File: src/rtl/dsp_chain_fir.sv
// Systolic FIR filter with double-banked coefficients, a global clock enable,
// and saturated output. Coefficient commits wait for the pipeline to drain.
module dsp_chain_fir #(
  parameter int NUM_TAPS = 4,
  parameter int A_W      = 16,
  parameter int C_W      = 16,
  parameter int OUT_W    = 32
) (
  input  logic                         clk,
  input  logic                         rst,
  input  logic                         ce,
  input  logic                         in_valid,
  input  logic signed [A_W-1:0]        in_data,
  input  logic                         coef_wr,
  input  logic [$clog2(NUM_TAPS)-1:0]  coef_addr,
  input  logic signed [C_W-1:0]        coef_data,
  input  logic                         coef_commit,
  output logic                         out_valid,
  output logic signed [OUT_W-1:0]      out_data,
  output logic                         out_sat,
  output logic                         busy,
  output logic                         commit_pending
);

  localparam int AW    = $clog2(NUM_TAPS);
  localparam int P_W   = A_W + C_W;
  localparam int ACC_W = A_W + C_W + $clog2(NUM_TAPS);
  localparam int L     = NUM_TAPS + 2;
  localparam int DL    = 2 * NUM_TAPS - 1;
  localparam logic [AW:0] NT = (AW+1)'(NUM_TAPS);

  logic signed [C_W-1:0]   shadow     [NUM_TAPS];
  logic signed [C_W-1:0]   shadow_nxt [NUM_TAPS];
  logic signed [C_W-1:0]   active     [NUM_TAPS];
  logic signed [A_W-1:0]   xs         [DL];
  logic signed [P_W-1:0]   prod       [NUM_TAPS];
  logic signed [ACC_W-1:0] psum       [NUM_TAPS];
  logic [L-1:0]            vpipe;
  logic                    accept;
  logic                    do_copy;
  logic signed [OUT_W-1:0] sat_data;
  logic                    sat_flag;

  // A pending commit blocks new samples so the pipeline can drain.
  assign accept  = in_valid & ~commit_pending;
  assign busy    = ~rst & (accept | (|vpipe));
  assign do_copy = (coef_commit | commit_pending) & ~busy;

  // NOTE: every signal written in always_comb gets a full default first so no latch is inferred.
  always_comb begin
    shadow_nxt = shadow;
    if (coef_wr && ({1'b0, coef_addr} < NT)) shadow_nxt[coef_addr] = coef_data;
  end

  // NOTE: the coefficient banks are small register files, so they are reset like any other state.
  always_ff @(posedge clk or posedge rst) begin
    if (rst) begin
      for (int k = 0; k < NUM_TAPS; k++) begin
        shadow[k] <= '0;
        active[k] <= '0;
      end
      commit_pending <= 1'b0;
    end else if (ce) begin
      shadow <= shadow_nxt;
      if (do_copy) active <= shadow_nxt;
      if (do_copy)          commit_pending <= 1'b0;
      else if (coef_commit) commit_pending <= 1'b1;
    end
  end

  // Tap k multiplies the sample delayed 2k, matching the one-step skew of the psum chain.
  always_ff @(posedge clk or posedge rst) begin
    if (rst) begin
      for (int i = 0; i < DL; i++) xs[i] <= '0;
      for (int k = 0; k < NUM_TAPS; k++) begin
        prod[k] <= '0;
        psum[k] <= '0;
      end
      vpipe     <= '0;
      out_valid <= 1'b0;
      out_data  <= '0;
      out_sat   <= 1'b0;
    end else if (ce) begin
      xs[0] <= accept ? in_data : '0;
      for (int i = 1; i < DL; i++) xs[i] <= xs[i-1];
      vpipe <= {vpipe[L-2:0], accept};
      for (int k = 0; k < NUM_TAPS; k++) prod[k] <= P_W'(xs[2*k]) * P_W'(active[k]);
      psum[0] <= ACC_W'(prod[0]);
      for (int k = 1; k < NUM_TAPS; k++) psum[k] <= psum[k-1] + ACC_W'(prod[k]);
      out_valid <= vpipe[L-1];
      out_data  <= sat_data;
      out_sat   <= sat_flag;
    end
  end

  generate
    if (ACC_W > OUT_W) begin : g_clip
      // In range only when every bit above the output sign bit equals it.
      logic [ACC_W-OUT_W:0] top;
      assign top      = psum[NUM_TAPS-1][ACC_W-1:OUT_W-1];
      assign sat_flag = ~((&top) | ~(|top));
      assign sat_data = !sat_flag ? psum[NUM_TAPS-1][OUT_W-1:0] :
                        psum[NUM_TAPS-1][ACC_W-1] ? {1'b1, {(OUT_W-1){1'b0}}} :
                                                    {1'b0, {(OUT_W-1){1'b1}}};
    end else begin : g_ext
      assign sat_data = OUT_W'(psum[NUM_TAPS-1]);
      assign sat_flag = 1'b0;
    end
  endgenerate

endmodule

File: config.mk
export PLATFORM = sky130hd
export DESIGN_NAME = dsp_chain_fir
export DESIGN_NICKNAME = d
export VERILOG_FILES = /design/src/rtl/dsp_chain_fir.sv
export SDC_FILE = /design/constraint.sdc
export NUM_CORES = 2
export LEC_CHECK = 0
export CORE_ASPECT_RATIO = 0.7
export CORE_MARGIN = 5
export CORE_UTILIZATION = 40
export CTS_CLUSTER_SIZE = 14
export DETAILED_ROUTE_END_ITERATION = 7
export PLACE_DENSITY_LB_ADDON = 0.3
export SYNTH_ARGS = -nofsm -noshare
export SYNTH_HDL_FRONTEND = slang
export SYNTH_SLANG_ARGS = --single-unit
File: constraint.sdc
create_clock -name clk -period 17.63 [get_ports clk]
set_input_delay 1.763 -clock clk [delete_from_list [all_inputs] [get_ports clk]]
set_output_delay 1.763 -clock clk [all_outputs]
set_load 0.005 [all_outputs]
**Word level (Yosys, flattened, before mapping)**

Cells that the tools add are included.

- Register bits: 543
- Input port bits: 40
- Output and inout bits: 36
- Logic and storage cells: 65

- $add $sub $neg: 3
- Multipliers: 4
- $lt $le $gt $ge: 2
- Muxes and demuxes: 9
- Bitwise operators: 12
- Reductions and logical operators: 7

Operator list:

| kind | count |
|---|---|
| 16-bit by 16-bit multiplier with 32-bit output | 4 |
| 34-bit by 32-bit adder with 34-bit output | 2 |
| 64-bit bitwise mux | 1 |
| 32-bit 2-to-1 mux | 2 |
| 64-bit 2-to-1 mux | 1 |
| 32-bit by 32-bit adder with 33-bit output | 1 |
| 16-bit demux with 2-bit select | 1 |
| 16-bit 2-to-1 mux | 2 |
| 6-bit OR reduction | 1 |
| 1-bit inverter | 5 |
| 2-bit AND reduction | 2 |
| 1-bit AND | 3 |
| 3-bit >= comparator (second input constant) | 1 |
| 3-bit by 1-bit < comparator with 1-bit output (second input constant) | 1 |
| 2-bit inverter with 3-bit output | 1 |
| 1-bit bitwise OR | 3 |
| 3-bit AND reduction | 1 |
| 3-bit OR reduction | 1 |
| 1-bit 2-to-1 mux | 2 |
| 2-bit nonzero test | 1 |
| 1-bit logical AND | 1 |

**Logic depth before layout (Yosys ltp)**

- Depth after elaboration: 8
- Mapped depth: 25
- Depth with buffers taken out: 23

**Worst setup path before layout**

No wires, ideal clock.

- Kind: register to register
- From: register xs[79] in the netlist's numbering
- To: register prod[95] in the netlist's numbering
- Library setup time: 0.136 ns
- Arrival time: 6.211 ns
- Data required time: 17.494 ns
- Setup slack: 11.282 ns
- Stages on the path, launching flop included: 23
- Buffers on the path: 2
- Clock period less this slack: 6.348 ns
- Cells stage by stage: dfrtp_1 -> clkbuf_1 -> nand2_1 -> inv_1 -> fa_1 -> fa_1 -> fa_1 -> fa_1 -> fa_1 -> inv_1 -> fa_1 -> inv_1 -> ha_1 -> clkbuf_1 -> and2_1 -> a311o_1 -> a2111oi_0 -> or3_1 -> o211ai_1 -> nand3_1 -> and3_1 -> nor3_1 -> or3b_2

- Longest elaborated chain between the ends: 1

RTL lines:

| item | line | text |
|---|---|---|
| start: declaration | 35 | `logic signed [A_W-1:0] xs [DL];` |
| 16-bit by 16-bit multiplier with 32-bit output | 87 | `for (int k = 0; k < NUM_TAPS; k++) prod[k] <= P_W'(xs[2*k]) * P_W'(active[k]);` |
| end signal: indexed assignment | 76 | `prod[k] <= '0;` |
| end: declaration | 36 | `logic signed [P_W-1:0] prod [NUM_TAPS];` |

No other way between the ends.
A chain may end at the register's enable or synchronous reset.

**Worst setup path in the final report**

- From: register xs[106] in the netlist's numbering
- To: register prod[127] in the netlist's numbering

Same word-level chain as after synthesis.

==> metrics.md <==
| Metric | Value |
|---|---|
| Flops & latches, synth | `about 540` |
| Fin crit share | `40.0%` |
| Share of cells above drive strength 1 | `7.83%` |
| Final Wtd Congestion | `0.915` |
| H-tree levels | `3` |
| Initial DRC Count | `3588` |
| CTS Buf Count | `66` |
| Maxcap violations | `0` |
| Worst Path Required | `18160 ps` |
| CTS hold repair buffers | `0` |
| Port Buf Inserts | `between 70 and 80` |
| Largest net degree at the start of global routing | `196` |
| CP Launch Type | `flip-flop` |
| Hpwl dp | `138000 um` |
| Fin crit period | `between 7000 and 8000 ps` |
| WS Path Type | `reg2reg` |
| Post-Syn Instances | `about 6500` |
| Dominant cells by area after synthesis | `fa_1 33%, dfrtp_1 21%, ha_1 8.3%, inv_1 6.9%, mux2_2 5.8%` |
| First-pass GRT wire length | `281000 um` |
| Post-Syn Area per Cell | `10.0 um^2` |
| Status | `finished clean` |
| RSZ-0062 raised after global routing | `no` |
| CTS tree | `done` |
| Mapped Nets | `7968` |
| Clk root buf | `clkbuf_16` |
| Worst setup margin | `10570 ps` |
| Fillcell total | `15300` |
| Min Hold Slack | `476 ps` |
| Routed length per instance | `20.4 um` |
| Worst-Margin Slew | `around 1100 ps` |
| Normalized max-slew margin | `24.2%` |
| Synthesis-to-layout area growth | `7.48%` |
| Post-CTS setup buffers | `0` |
| GR Util All Layers | `21.1%` |
| Fin nets | `7886` |
| Num ports | `76` |
| Vias in the first global route | `47000` |
| Top FF cell, synth | `dfrtp_1` |
| Gr ovfl total | `0` |
| Total number of vias | `44500` |
| Synth cell count leaders | `1185 x inv_1, 1051 x fa_1, 610 x nand2_1` |
| Max frequency | `0.142 GHz` |
| Pre-CTS setup slack | `10710 ps` |
| DIE HEIGHT | `346 um` |
| WL final | `174000 um` |
| Final hold viol count | `0` |
| Cell Area, Synth | `64500 um^2` |
| Worst clock skew | `38.1 ps` |
| # DRC | `0` |
| Initial antenna violation count | `6` |
| Hold Crit Class | `reg2reg` |
| Worst EP arrival | `around 7600 ps` |
| Post-cts sizing count | `0` |
| Clk slew on worst S/H paths | `60 ps` |
| Warnings from Yosys | `0` |
| Final setup TNS | `0 ps` |
| EDFF count, synth | `0` |
| Starting Density | `approximately two fifths` |
| Clk sinks | `542` |
| Sequential fraction of the synthesis area | `21.0%` |
| Vias per cell | `5.20` |
| CTS Buffer Depth | `3` |
| Core area | `161000 um^2` |
| Post-Layout Cell Count | `~8500` |
| Fin. max-slew vios | `0` |
| Cell taking the most area after synthesis | `fa_1` |
| Std cell rows | `123` |
| Crit end category | `flip-flop` |
| Antenna Nets Post-Route | `0` |
| Share of the synthesized area in the top cell type | `around 33%` |
| Worst-Skew Late Latency | `roughly 700 ps` |
| Cell variety after synth | `77` |
| Count leader, synth | `inv_1` |
| CP max FO | `18` |
| Finish-stage setup viols | `0` |
| Placed cells | `~8400` |
| 1st-pass router iterations | `6` |
| Asr flop ratio synth | `between 90% and 100%` |
| Die width | `between 400 and 500 um` |
| DIE AREA | `170000 um^2` |
## layout make-up
cell class                 instances  area [um^2]  area share, %
clock inverter                    27          268          0.386
timing repair buffer             100          968           1.40
sequential                       542        13600           19.6
inverter                        1185         4460           6.43
multi-input combinational       4474        45600           65.7
tap                             2125         2660           3.83
clock buffer                      86         1830           2.64
antenna                            5         12.5         0.0180
## layer usage
metal,GRT usage (%),vias to the layer above,part of all wire (%)
met2,28.5,1345,39
met4,3.13,4,1.4
met3,6.17,143,9.5
met5,0,-,0.014
met1,33.7,22800,50
li1,-,20100,-
## worst paths after layout
path / slack (ps) / start / endpoint / cells after the start
max: 10570 / xs[106] / prod[127] / 20
min: 480 / prod[108] / prod[108] / 2
max reg2reg: 10570 / xs[106] / prod[127] / 20
min reg2reg: 480 / prod[108] / prod[108] / 2
max in group asynchronous: 13730 / rst / xs[82] / 4
min in group asynchronous: 1630 / rst / commit_pending / 2
## cell usage in the layout, fill, tap and decap left out, types with 74 or more instances in the layout
cell             instances
nor2_1                 270
inv_1                 1183
a21oi_1                249
mux2_2                 333
and2_1                 497
fa_1                  1051
ha_1                   426
xnor2_1                149
clkdlybuf4s50_1         74
nand2_1                610
dfrtp_1                542
o21ai_0                118
## worst max-delay path, cell delays in order, from the launching register on
cell       delay [ps]
dfrtp_1           970
nand2_1           190
fa_1              540
fa_1              460
fa_1              540
inv_1              50
fa_1              520
fa_1              500
inv_1              50
fa_1              470
inv_1              40
ha_1              360
a21oi_1           180
o21ai_0           100
a31oi_1           380
a2111oi_1         210
o31ai_1           550
nand2b_1          180
a21oi_1           330
a2111o_1          190
o211ai_1           80
## sequential cells by signal (all words and copies together), names as in the netlist
signal	flops
out_valid	1
out_data	32
shadow	64
xs	112
vpipe	6
psum	130
g_clip.top	3
prod	128
commit_pending	1
out_sat	1
active	64
## cell families (layout without fill, tap and decap cells)
kind of cell,after synthesis,after routing,synth area share (%)
compound gates,761,761,7.83
xor+xnor,191,191,2.59
fa+ha+maj,1477,1477,40.9
buf+inv,1435,1398,8.35
flops,542,542,21.0
mux,402,402,6.88
other cells,0,5,0
simple gates,1643,1643,12.4
## through the flow
step | instance area [um^2] | utilization [%]
after floorplan | 64500 | -
after global placement | 67200 | 41.9
after detailed placement | 67200 | 41.9
after CTS | 69300 | 43.2
after global routing | 69300 | 43.2
final | 69300 | 43.2
Power is left out: the tool's default activity adds up to more than one toggle a clock period on the data nets, which glitch-free logic cannot reach.
